[config.mk]
export PLATFORM = sky130hd
export DESIGN_NAME = pci_target
export DESIGN_NICKNAME = d
export VERILOG_FILES = /design/src/rtl/pci_pkg.sv /design/src/rtl/pci_target_mem.sv /design/src/rtl/pci_target.sv
export SDC_FILE = /design/constraint.sdc
export NUM_CORES = 1
export LEC_CHECK = 0
export CAP_MARGIN = 10
export CELL_PAD_IN_SITES_DETAIL_PLACEMENT = 1
export CELL_PAD_IN_SITES_GLOBAL_PLACEMENT = 2
export CORE_AREA = 5 5 203 205
export CTS_BUF_LIST = sky130_fd_sc_hd__clkbuf_4 sky130_fd_sc_hd__clkbuf_8
export CTS_CLUSTER_DIAMETER = 30
export DETAILED_ROUTE_END_ITERATION = 10
export DIE_AREA = 0 0 208 210
export GPL_TIMING_DRIVEN = 0
export PLACE_DENSITY = 0.77
export SYNTH_ARGS = -nofsm -noshare
export SYNTH_HDL_FRONTEND = slang
export SYNTH_HIERARCHICAL = 1
export SYNTH_SLANG_ARGS = --single-unit
export TNS_END_PERCENT = 30
[constraint.sdc]
create_clock -name clk -period 2.9 [get_ports clk]
set_input_delay 0.29 -clock clk [delete_from_list [all_inputs] [get_ports clk]]
set_output_delay 0.29 -clock clk [all_outputs]
set_load 0.01 [all_outputs]
[src/rtl/pci_pkg.sv]
// ---------------------------------------------------------------------------
// pci_pkg
// Shared definitions for the PCI target and master: bus command codes, FSM
// state encoding, and a byte-lane merge helper used by the target memory.
// ---------------------------------------------------------------------------
package pci_pkg;

    // Bus commands claimed by the target (driven on cbe_n in the address phase)
    localparam logic [3:0] CMD_MEM_RD = 4'b0110;
    localparam logic [3:0] CMD_MEM_WR = 4'b0111;

    // Target FSM state encoding
    localparam logic [2:0] ST_IDLE     = 3'd0;
    localparam logic [2:0] ST_BUS_BUSY = 3'd1;
    localparam logic [2:0] ST_RD_TA    = 3'd2;
    localparam logic [2:0] ST_RD_DATA  = 3'd3;
    localparam logic [2:0] ST_WR_DATA  = 3'd4;
    localparam logic [2:0] ST_DONE     = 3'd5;

    // Replace the byte lanes of old_word whose active-low enable is 0
    function automatic logic [31:0] merge_bytes(input logic [31:0] old_word,
                                                input logic [31:0] new_word,
                                                input logic [3:0]  be_n);
        logic [31:0] result;
        result = old_word;
        for (int k = 0; k < 4; k++) begin
            if (!be_n[k]) result[8*k +: 8] = new_word[8*k +: 8];
        end
        return result;
    endfunction

endpackage

[src/rtl/pci_target_mem.sv]
// ---------------------------------------------------------------------------
// pci_target_mem
// DEPTH x 32-bit word store for the PCI target. Cleared asynchronously by
// rst_n, byte-enabled synchronous write port, combinational read port.
//
// Ports:
//   clk, rst_n   clock / async active-low clear
//   i_we         write strobe (one word per clock)
//   i_be_n       active-low byte enables for the write
//   i_widx       write word index
//   i_wdata      write data
//   i_ridx       read word index
//   o_rdata      read data (combinational)
// ---------------------------------------------------------------------------
module pci_target_mem
    import pci_pkg::*;
#(
    parameter int DEPTH = 8,
    localparam int IW   = $clog2(DEPTH)
) (
    input  logic          clk,
    input  logic          rst_n,
    input  logic          i_we,
    input  logic [3:0]    i_be_n,
    input  logic [IW-1:0] i_widx,
    input  logic [31:0]   i_wdata,
    input  logic [IW-1:0] i_ridx,
    output logic [31:0]   o_rdata
);

    logic [31:0] r_mem [DEPTH];

    always_ff @(posedge clk or negedge rst_n) begin
        if (!rst_n) begin
            for (int k = 0; k < DEPTH; k++) r_mem[k] <= '0;
        end else if (i_we) begin
            r_mem[i_widx] <= merge_bytes(r_mem[i_widx], i_wdata, i_be_n);
        end
    end

    assign o_rdata = r_mem[i_ridx];

endmodule

[src/rtl/pci_target.sv]
// ---------------------------------------------------------------------------
// pci_target
// Memory-mapped PCI target. Claims memory read/write commands that hit the
// DEPTH-word window at BASE_ADDR and serves single or linear-burst transfers
// from an internal word array. All bus outputs are registered.
//
// Handshake: a data phase transfers on a rising edge where irdy_n and trdy_n
// are both low; frame_n high at such an edge marks the final phase. With
// irdy_n high in a data state nothing moves (index, read data, trdy_n held).
//
// Ports:
//   clk, rst_n   bus clock / async active-low reset
//   frame_n      initiator FRAME#
//   irdy_n       initiator IRDY#
//   cbe_n        command (address phase) / active-low byte enables (data)
//   ad_i         address/data from the bus
//   ad_o, ad_oe  read data to the bus and its drive enable
//   trdy_n       target TRDY#
//   devsel_n     target DEVSEL#
// ---------------------------------------------------------------------------
module pci_target
    import pci_pkg::*;
#(
    parameter logic [31:0] BASE_ADDR = 32'h0000_1000,
    parameter int          DEPTH     = 8
) (
    input  logic        clk,
    input  logic        rst_n,
    input  logic        frame_n,
    input  logic        irdy_n,
    input  logic [3:0]  cbe_n,
    input  logic [31:0] ad_i,
    output logic [31:0] ad_o,
    output logic        ad_oe,
    output logic        trdy_n,
    output logic        devsel_n
);

    localparam int IW = $clog2(DEPTH);

    logic [2:0]    r_state;
    logic [IW-1:0] r_idx;
    logic [31:0]   r_ad_o;
    logic          r_ad_oe;
    logic          r_trdy_n;
    logic          r_devsel_n;

    logic          w_hit;
    logic [IW-1:0] w_addr_idx;
    logic [IW-1:0] w_idx_next;
    logic [IW-1:0] w_ridx;
    logic [31:0]   w_rdata;
    logic          w_xfer;
    logic          w_wr_en;
    logic          w_unused;

    // Address bits [1:0] play no part in a linear burst
    assign w_unused   = &{1'b0, ad_i[1:0]};

    assign w_hit      = (ad_i[31:IW+2] == BASE_ADDR[31:IW+2]);
    assign w_addr_idx = ad_i[IW+1:2];
    // Power-of-two DEPTH: the natural overflow gives the wrap to word 0
    assign w_idx_next = r_idx + 1'b1;
    assign w_xfer     = !irdy_n && !r_trdy_n;
    assign w_wr_en    = (r_state == ST_WR_DATA) && w_xfer;
    // In RD_DATA the word fetched is the one after the word on the bus
    assign w_ridx     = (r_state == ST_RD_DATA) ? w_idx_next : r_idx;

    pci_target_mem #(.DEPTH(DEPTH)) u_mem (
        .clk     (clk),
        .rst_n   (rst_n),
        .i_we    (w_wr_en),
        .i_be_n  (cbe_n),
        .i_widx  (r_idx),
        .i_wdata (ad_i),
        .i_ridx  (w_ridx),
        .o_rdata (w_rdata)
    );

    always_ff @(posedge clk or negedge rst_n) begin
        if (!rst_n) begin
            r_state    <= ST_IDLE;
            r_idx      <= '0;
            r_ad_o     <= '0;
            r_ad_oe    <= 1'b0;
            r_trdy_n   <= 1'b1;
            r_devsel_n <= 1'b1;
        end else begin
            case (r_state)
                ST_IDLE: begin
                    if (!frame_n) begin
                        if (w_hit && cbe_n == CMD_MEM_RD) begin
                            r_idx      <= w_addr_idx;
                            r_devsel_n <= 1'b0;
                            r_state    <= ST_RD_TA;
                        end else if (w_hit && cbe_n == CMD_MEM_WR) begin
                            r_idx      <= w_addr_idx;
                            r_devsel_n <= 1'b0;
                            r_trdy_n   <= 1'b0;
                            r_state    <= ST_WR_DATA;
                        end else begin
                            r_state    <= ST_BUS_BUSY;
                        end
                    end
                end
                ST_BUS_BUSY: begin
                    if (frame_n && irdy_n) r_state <= ST_IDLE;
                end
                ST_RD_TA: begin
                    // Turnaround ends: start driving the first word
                    r_ad_o   <= w_rdata;
                    r_ad_oe  <= 1'b1;
                    r_trdy_n <= 1'b0;
                    r_state  <= ST_RD_DATA;
                end
                ST_RD_DATA: begin
                    if (w_xfer) begin
                        r_idx  <= w_idx_next;
                        r_ad_o <= w_rdata;
                        if (frame_n) begin
                            r_ad_oe    <= 1'b0;
                            r_trdy_n   <= 1'b1;
                            r_devsel_n <= 1'b1;
                            r_state    <= ST_DONE;
                        end
                    end
                end
                ST_WR_DATA: begin
                    if (w_xfer) begin
                        r_idx <= w_idx_next;
                        if (frame_n) begin
                            r_trdy_n   <= 1'b1;
                            r_devsel_n <= 1'b1;
                            r_state    <= ST_DONE;
                        end
                    end
                end
                ST_DONE: begin
                    r_state <= ST_IDLE;
                end
                default: begin
                    r_ad_oe    <= 1'b0;
                    r_trdy_n   <= 1'b1;
                    r_devsel_n <= 1'b1;
                    r_state    <= ST_IDLE;
                end
            endcase
        end
    end

    assign ad_o     = r_ad_o;
    assign ad_oe    = r_ad_oe;
    assign trdy_n   = r_trdy_n;
    assign devsel_n = r_devsel_n;

endmodule

==> Word-level counts from Yosys, hierarchy flattened <==
Index checks and enable logic that the tools add are counted.
Widths: inputs -> output; s select.
{ "word_totals": {"reg_bits": 297, "latch_bits": 0, "ramBits": 0, "mem_bits_ro": 0, "inputBits": 40, "output_inout_bits": 35, "memories": 0} }
{ "op_classes": {"add_sub_neg": 1, "mul": 0, "div_mod_pow": 0, "n_lt_le_gt_ge": 3, "eq_ne": 17, "shift": 0, "n_mux": 44, "n_bitwise": 5, "n_reduce_logical": 21} }
{ "ops": {"columns": ["cell", "n"], "rows": [
  ["$bwmux 256", 1],
  ["$bmux 32 s3", 2],
  ["$mux 32", 6],
  ["$demux 32 s3", 1],
  ["$mux 8", 8],
  ["$pmux 32 s2", 1],
  ["$mux 3", 11],
  ["$eq 27x8->1 const B", 1],
  ["$ne 2x2->1 const B", 6],
  ["$pmux 3 s4", 1],
  ["$mux 1", 9],
  ["$eq 4x3->1 const B", 2],
  ["$ge 4x4->1 const B", 2],
  ["$not 3->4", 2],
  ["$reduce_and 4->1", 2],
  ["$eq 3x2->1 const B", 2],
  ["$eq 3x3->1 const B", 2],
  ["$logic_and 1x1->1", 6],
  ["$pmux 1 s3", 2],
  ["$pmux 3 s2", 1],
  ["$reduce_and 6->1", 1],
  ["$reduce_and 5->1", 1],
  ["$lt 4x1->1 const B", 1],
  ["$ne 2x1->1 const B", 2],
  ["other kinds (13)", 18]
]} }

==> Logic depth before layout (Yosys ltp) <==
Gate-level depths: netlist (run 1).
{ "depth": {"ltp_word": 8, "mapped_depth": 9, "ltp_nobuf": 5} }

==> Modules after synthesis <==
Netlist (run 1), hierarchy kept.
{ "modules_own_cells": {"columns": ["module", "instances", "cells_per_inst", "area_per_inst_um2", "seq_area_each_um2"], "rows": [
  ["pci_target_mem", 1, 1138, 15449.8, 6406.1],
  ["pci_target", 1, 160, 1940.6, 1028.5]
]} }

==> Worst setup path before layout (run 1) <==
No wires, ideal clock.
{ "synth_timing": {"path_kind": "register -> register", "start": "register r_state[1]", "end": "register r_ad_o[0] (netlist: ad_o[0])", "arrival_time_ns": 2.491, "t_required_ns": 2.772, "path_slack_ns": 0.281, "path_stages_with_launch": 10, "path_buffers": 4, "synth_period_minus_slack_ns": 2.619, "cell_sequence": "dfrtp_1 buf_2 and3b_1 buf_6 mux2_2 clkbuf_1 clkbuf_1 mux4_2 mux2_2 mux2_1"} }
{ "synth_between": {"elab_chain_cells": 8, "word_cells_on_any_way": 12, "cone_classes": "eq/ne (3); mux (6); bitwise (1); reduce/logical (2)"} }
{ "synth_lines": {"columns": ["item", "line", "rtl"], "rows": [
  ["start, declared", "pci_target.sv:41", "logic [2:0] r_state;"],
  ["start signal, assigned", "pci_target.sv:82", "r_state <= ST_IDLE;"],
  ["start signal, assigned", "pci_target.sv:95", "r_state <= ST_RD_TA;"],
  ["start signal, assigned", "pci_target.sv:100", "r_state <= ST_WR_DATA;"],
  ["$eq 3x2->1 (*)", "pci_target.sv:67", "assign w_ridx = (r_state == ST_RD_DATA) ? w_idx_next : r_idx;"],
  ["$mux 3 (*)", "pci_target.sv:67", null],
  ["via w_ridx[1]", "pci_target.sv:51", "logic [IW-1:0] w_ridx;"],
  ["$not 3->4 (implied by the code) (*)", "pci_target_mem.sv:41", "assign o_rdata = r_mem[i_ridx];"],
  ["$bmux 32 s3 (*)", "pci_target_mem.sv:41", null],
  ["$mux 32 (implied by the code) (*) (2 in a row)", "pci_target_mem.sv:41", null],
  ["via w_rdata[0]", "pci_target.sv:52", "logic [31:0] w_rdata;"],
  ["$mux 32", "pci_target.sv:117", "if (w_xfer) begin"],
  ["$pmux 32 s2 (*)", "pci_target.sv:89", "case (r_state)"],
  ["end signal, assigned", "pci_target.sv:111", "r_ad_o <= w_rdata;"],
  ["end signal, assigned", "pci_target.sv:119", "r_ad_o <= w_rdata;"],
  ["end, declared", "pci_target.sv:43", "logic [31:0] r_ad_o;"]
]} }
Mark *: on every way through the listed nets, which the timed path passes. The rest lies on a longest branch. The select of a mux whose other input is x is not followed.
A chain may end at the register's enable or synchronous reset.

==> Final worst setup path (run 1) <==
{ "layout_timing": {"start": "register r_state[1]", "end": "register r_ad_o[9] (netlist: ad_o[9])"} }
Same word-level chain as after synthesis.

==> results.toml, run 1 <==
[run_status]
status = "finished, final reports clean"

[final_layout]
num-nets-final = 1509
final_cells = 2067
drive_gt1_share_pct = 26.8
n_fill_cell = 4034
layout_commonest_cell = "dfrtp_1"
areaGrowthSynthToFinish_pct = 21.0
antennaDiodeCount = 0
mostFrequentLayoutCells = "dfrtp_1 (295), mux2i_1 (258), o21ai_0 (251)"

[route]
wl_um = 58200
drc = 0
dr.pass1.iters = 6
drtIter0Drc = 685
num_vias = 12543
drt.antenna.violating_nets = 0
via_per_inst = 6.07
wl_per_cell_um = 28.2

[yosys]
yosysWarnings = 6
syn_area_sq_mm = 0.0174
synth_top_family_by_area = "multiplexers"
synth_seq_cells = 297
ys_seq_area_share_pct = 42.8
ys.flop_type = "dfrtp_1"
synth_top_area_share_pct = 42.4
synth_xor_area_share_pct = 0.101
post_synth.cell_area_avg_sq_um = 13.4
synth_top_cell_by_area = "dfrtp_1"
synth_cells = 1298
synthArstFlopShare_pct = 100
synth_compound_area_share_pct = 8.29
yosys.area_share.simple_pct = 3.85
synthAdderAreaFrac_pct = 0.0719
synthMuxAreaShare_pct = 40.9
synthTopCellsByArea = "dfrtp_1 (42%), mux2i_1 (15%), mux4_2 (10%)"
syn_nets = 1339
synth_cell_types = 52
synth-edff-count = 0

[place]
place_inst = 1899
gp_congestion = 0.847
numPortBuffers = 74
place_hpwl_um = 36400

[floorplanning]
die_y_um = 210
core_area_sq_mm = 0.0393
num_rows = 73
start_util_pct = 44.3
die_area_sq_mm = 0.0437
die_w_um = 208
num_io_pins = 75

[grt]
overflow = 0
grt_use_total_pct = 26.7
grt_start_max_net_pins = 115
grt_pass1_vias = 13558
antenna_found_initial = 0
grt_pass1_wl_um = 88500

[timing]
finClkSkew_ns = 0.0276
drv_slew = 0
rsz0062_at_grt = "false"
hold_violations = 0
post-route-period-util_pct = 98.7
relSlewSlack_pct = 29.8
min_period_ns = 2.86
setup_viol = 0
clock.fmax_mhz = 349
tightest_slew_ns = 1.05

[power]
power.total_w = 0.0146
leakagePower_nw = 8.40
power_density_mw_per_mm2 = 696
ir_drop_mv = 0.590

[flow_run]
maxCapViolations = 0

[worst_setup_path]
cp-start-kind = "flop"
rrSetupSlack_ns = 0.04
critPathMaxFanout = 10
worstSetupEndpointType = "flop"
r2r_start = "r_state[1]"
startpoint = "r_state[1]"
arrival_ns = 3.36
crit_type = "flop to flop"
cp.required_ns = 3.40

[clock_tree]
cts_tree = "built"
clock_sinks = 297
cts-root-buf = "clkbuf_8"
cts_buffer_depth = 3
htreeDepth = 3
numCtsBuffers = 90
insertion_delay_ns = 0.64
clkTransAtPathRegs_ns = 0.04

[min_path]
hp-class = "primary input to async pin"
cells by family (layout without fill, tap and decap cells):
| group | Yosys count | in the layout |
|---|---|---|
| compound gates | 279 | 279 |
| xor+xnor | 2 | 2 |
| fa+ha+maj | 1 | 1 |
| buf+inv | 115 | 359 |
| flops | 297 | 297 |
| mux | 484 | 484 |
| simple gates | 120 | 120 |
sequential cells by signal, summed over array words and instances (netlist names):
signal,flops
r_state,3
devsel_n,1
ad_o,32
r_idx,3
u_mem/r_mem,256
trdy_n,1
ad_oe,1
worst max-delay path, stage by stage, from the launching register on:
cell and delay [ns]:
dfrtp_1 0.36, buf_2 0.19, and3b_1 0.19, buf_6 0.13, mux2_2 0.45, clkbuf_2 0.47, mux4_2 0.37, mux2_2 0.31
mux2_2 0.27
power breakdown:
group	internal [W]	switching [W]
registers	0.00420	0.0000523
clock network	0.00450	0.00230
logic	0.00142	0.00217
total	0.0101	0.00452
path summary, 6_finish.rpt:
check | to | depth (start not counted)
setup / recovery | ad_o[9] | 8
hold / removal | ad_o[11] | 2
setup reg to reg | ad_o[9] | 8
hold reg to reg | ad_o[2] | 1
max in group asynchronous | u_mem/r_mem[222] | 3
min in group clk | r_idx[1] | 3
synth_stat cells (2+ instances only):
cell,count
nand2_1,42
a21oi_1,5
o21ai_0,251
nor3_1,2
o2bb2ai_1,2
buf_2,21
nor4bb_1,3
or3_1,2
buf_8,2
nand4_1,2
nor2b_1,35
dfstp_2,2
inv_1,2
o31ai_1,2
nand2b_1,2
mux2i_1,258
nor4b_1,4
dfrtp_1,295
buf_4,16
mux2_2,58
and4_1,3
nor2_1,8
nor4_1,5
mux4_1,50
mux2i_4,32
buf_6,21
a31oi_1,2
clkbuf_1,52
and4b_1,3
mux4_2,78
o21ai_1,10
mux2_1,8
area by class of cell:
| type | count | area (sq um) | share of cell area (%) |
|---|---|---|---|
| buffer | 112 | 767 | 3.64 |
| sequential | 297 | 7430 | 35.3 |
| clock buffer | 140 | 1780 | 8.44 |
| clock inverter | 26 | 324 | 1.54 |
| tap | 525 | 657 | 3.12 |
| multi-input combinational | 886 | 9260 | 44.0 |
| inverter | 2 | 7.51 | 0.0357 |
| timing repair buffer | 79 | 826 | 3.92 |
metrics by stage:
step | area (sq um) | setup TNS [ns] | hold WS [ns] | setup slack [ns] | utilization, %
6_report | 21100 | 0 | 0.308 | 0.0377 | 53.6
3_5_place_dp | 18800 | -21.85 | 0.383 | -0.796 | 48.0
2_1_floorplan | 17400 | 0 | -0.00559 | 0.281 | -
3_3_place_gp | 18800 | -3678.22 | 0.474 | -12.38 | 47.8
5_1_grt | 21100 | 0 | 0.361 | 0.00394 | 53.6
4_1_cts | 21000 | -0.0509 | 0.295 | -0.0213 | 53.5
metal layers:
| metal | vias up | part of all wire, % | track usage (%) | wire length (um) |
|---|---|---|---|---|
| met4 | 0 | 3.1 | 8.70 | 1830 |
| met3 | 117 | 5.4 | 5.66 | 3140 |
| li1 | 5397 | - | - | - |
| met5 | - | 0 | 0 | 0 |
| met1 | 6622 | 44 | 37.3 | 25800 |
| met2 | 407 | 47 | 42.2 | 27400 |
what timing repair did:
action,CTS,global route
hold endpoints to repair,87,0
hold buffers,1,0
buffers inserted,0,2
gates resized for setup,19,14
endpoints found under the setup margin,32,32
(Power assumes the default switching activity.)
==> run 2: changes to the inputs <==
Clock period 2.9 ns to 3.3 ns, I/O delays scaled along.
==> run 2 against run 1 <==
Core utilization shrank 0.20 points. Die area is the same. Global-route usage hardly changed. Worst setup slack improved by 0.052 ns.
==> results.toml, run 2 (synthesis results as in run 1) <==
[run_status]
status = "finished, final reports clean"

[route]
wl_met1_um = 25900
dr.pass1.iters = 5
wl_met2_um = 27500
wl_met3_um = 3160
via_per_inst = 6.07
wl_per_cell_um = 28.2
wl_um = 58300
top_layer = "met4"
num_vias = 12525
drt.antenna.violating_nets = 0
drc = 0
drtIter0Drc = 674

[timing]
layout_setup_ws_ns = 0.0893
clock.fmax_mhz = 311
relSlewSlack_pct = 21.6
finClkSkew_ns = 0.0257
drv_slew = 0
rsz0062_at_grt = "true"
hold_violations = 0
tightest_slew_ns = 1.18
post-route-period-util_pct = 97.3
setup_viol = 0
min_period_ns = 3.21

[floorplanning]
core_area_sq_mm = 0.0393
die_w_um = 208
start_util_pct = 44.3
die_area_sq_mm = 0.0437
num_rows = 73
num_io_pins = 75
die_y_um = 210

[place]
place_hpwl_um = 36400
place_area_sq_mm = 0.0188
gp_congestion = 0.847
dp_slack_ns = -0.396
numPortBuffers = 74

[worst_setup_path]
rr_endpoint = "ad_o[7]"
cp.required_ns = 3.79
r2r_start = "r_state[1]"
rrSetupSlack_ns = 0.09
reg2reg_depth = 9
critPathMaxFanout = 10
worstSetupEndpointType = "flop"
crit_type = "flop to flop"
arrival_ns = 3.70
cp-start-kind = "flop"

[power]
power_density_mw_per_mm2 = 609
leakagePower_nw = 8.36
ir_drop_mv = 0.534

[final_layout]
mostFrequentLayoutCells = "dfrtp_1 (295), mux2i_1 (258), o21ai_0 (251)"
design_area_sq_mm = 0.0210
regMostFlops = "u_mem/r_mem"
antennaDiodeCount = 0
largest_reg_flops = 256
num-nets-final = 1507
fin_util_pct = 53.4
layout_commonest_cell = "dfrtp_1"
areaGrowthSynthToFinish_pct = 20.6
drive_gt1_share_pct = 26.5

[clock_tree]
clkTransAtPathRegs_ns = 0.04
cts_tree = "built"
cts-root-buf = "clkbuf_8"
cts_buffer_depth = 3
htreeDepth = 3
post_cts_buffers = 0
clock_sinks = 297
insertion_delay_ns = 0.64
numCtsBuffers = 90

[grt]
grt_use_total_pct = 26.7
grt_pass1_wl_um = 88500
overflow = 0
grt_pass1_vias = 13563
grt_start_max_net_pins = 115
antenna_found_initial = 0

[min_path]
hp-class = "primary input to async pin"

[flow_run]
maxCapViolations = 0
[run 2: timing repair]
action / 4_1_cts / 5_1_grt
hold buffers: 1 / 0
hold endpoints to repair: 87 / 0
resized for setup: 6 / 4
endpoints found under the setup margin: 32 / 14
[run 2: critical path, cell delays in order (launching register included)]
cell,delay [ns]
dfrtp_1,0.32
buf_2,0.22
and3b_1,0.21
buf_6,0.13
nand2_1,0.07
xnor2_1,0.15
buf_1,0.33
clkbuf_1,0.91
mux2_2,0.47
mux2_2,0.26
[run 2: metal layers]
| layer | global-route usage, % | vias up |
|---|---|---|
| li1 | - | 5386 |
| met1 | 37.4 | 6647 |
| met2 | 42.2 | 385 |
| met3 | 5.45 | 107 |
| met4 | 8.70 | 0 |
| met5 | 0 | - |
[run 2: stage by stage]
stage	power [W]	hold slack, ns	TNS, ns	std cells
6_report	0.0128	0.348	0	2065
5_1_grt	0.0133	0.401	-0.00896	2065
4_1_cts	0.0129	0.335	0	2065
3_5_place_dp	0.00683	0.423	-9.00	1899
3_3_place_gp	0.00682	0.474	-3558.49	1897
2_1_floorplan	0.00575	0.0344	0	1298
[run 2: final cells by class]
class	count	area, sq um
timing repair buffer	77	811
fill	4035	18300
clock buffer	140	1780
inverter	2	7.51
buffer	112	704
multi-input combinational	886	9260
sequential	297	7430
tap	525	657
clock inverter	26	324
[run 2: how the worst max path moves through the flow]
stage                    start       end  slack, ns
CTS                 r_state[1]  ad_o[31]       0.02
global placement         rst_n  ad_o[27]     -12.02
detailed placement  r_state[1]  ad_o[31]      -0.40
finish              r_state[1]   ad_o[7]       0.09
global route        r_state[1]   ad_o[7]     -0.009
floorplan           r_state[1]   ad_o[0]       0.68
[run 2: power by group]
group	leakage, nW	total [W]	switching, W	internal (W)
Sequential	4.13	0.00374	0.0000465	0.00369
Combinational	3.12	0.00306	0.00189	0.00116
Clock	1.11	0.00598	0.00202	0.00396
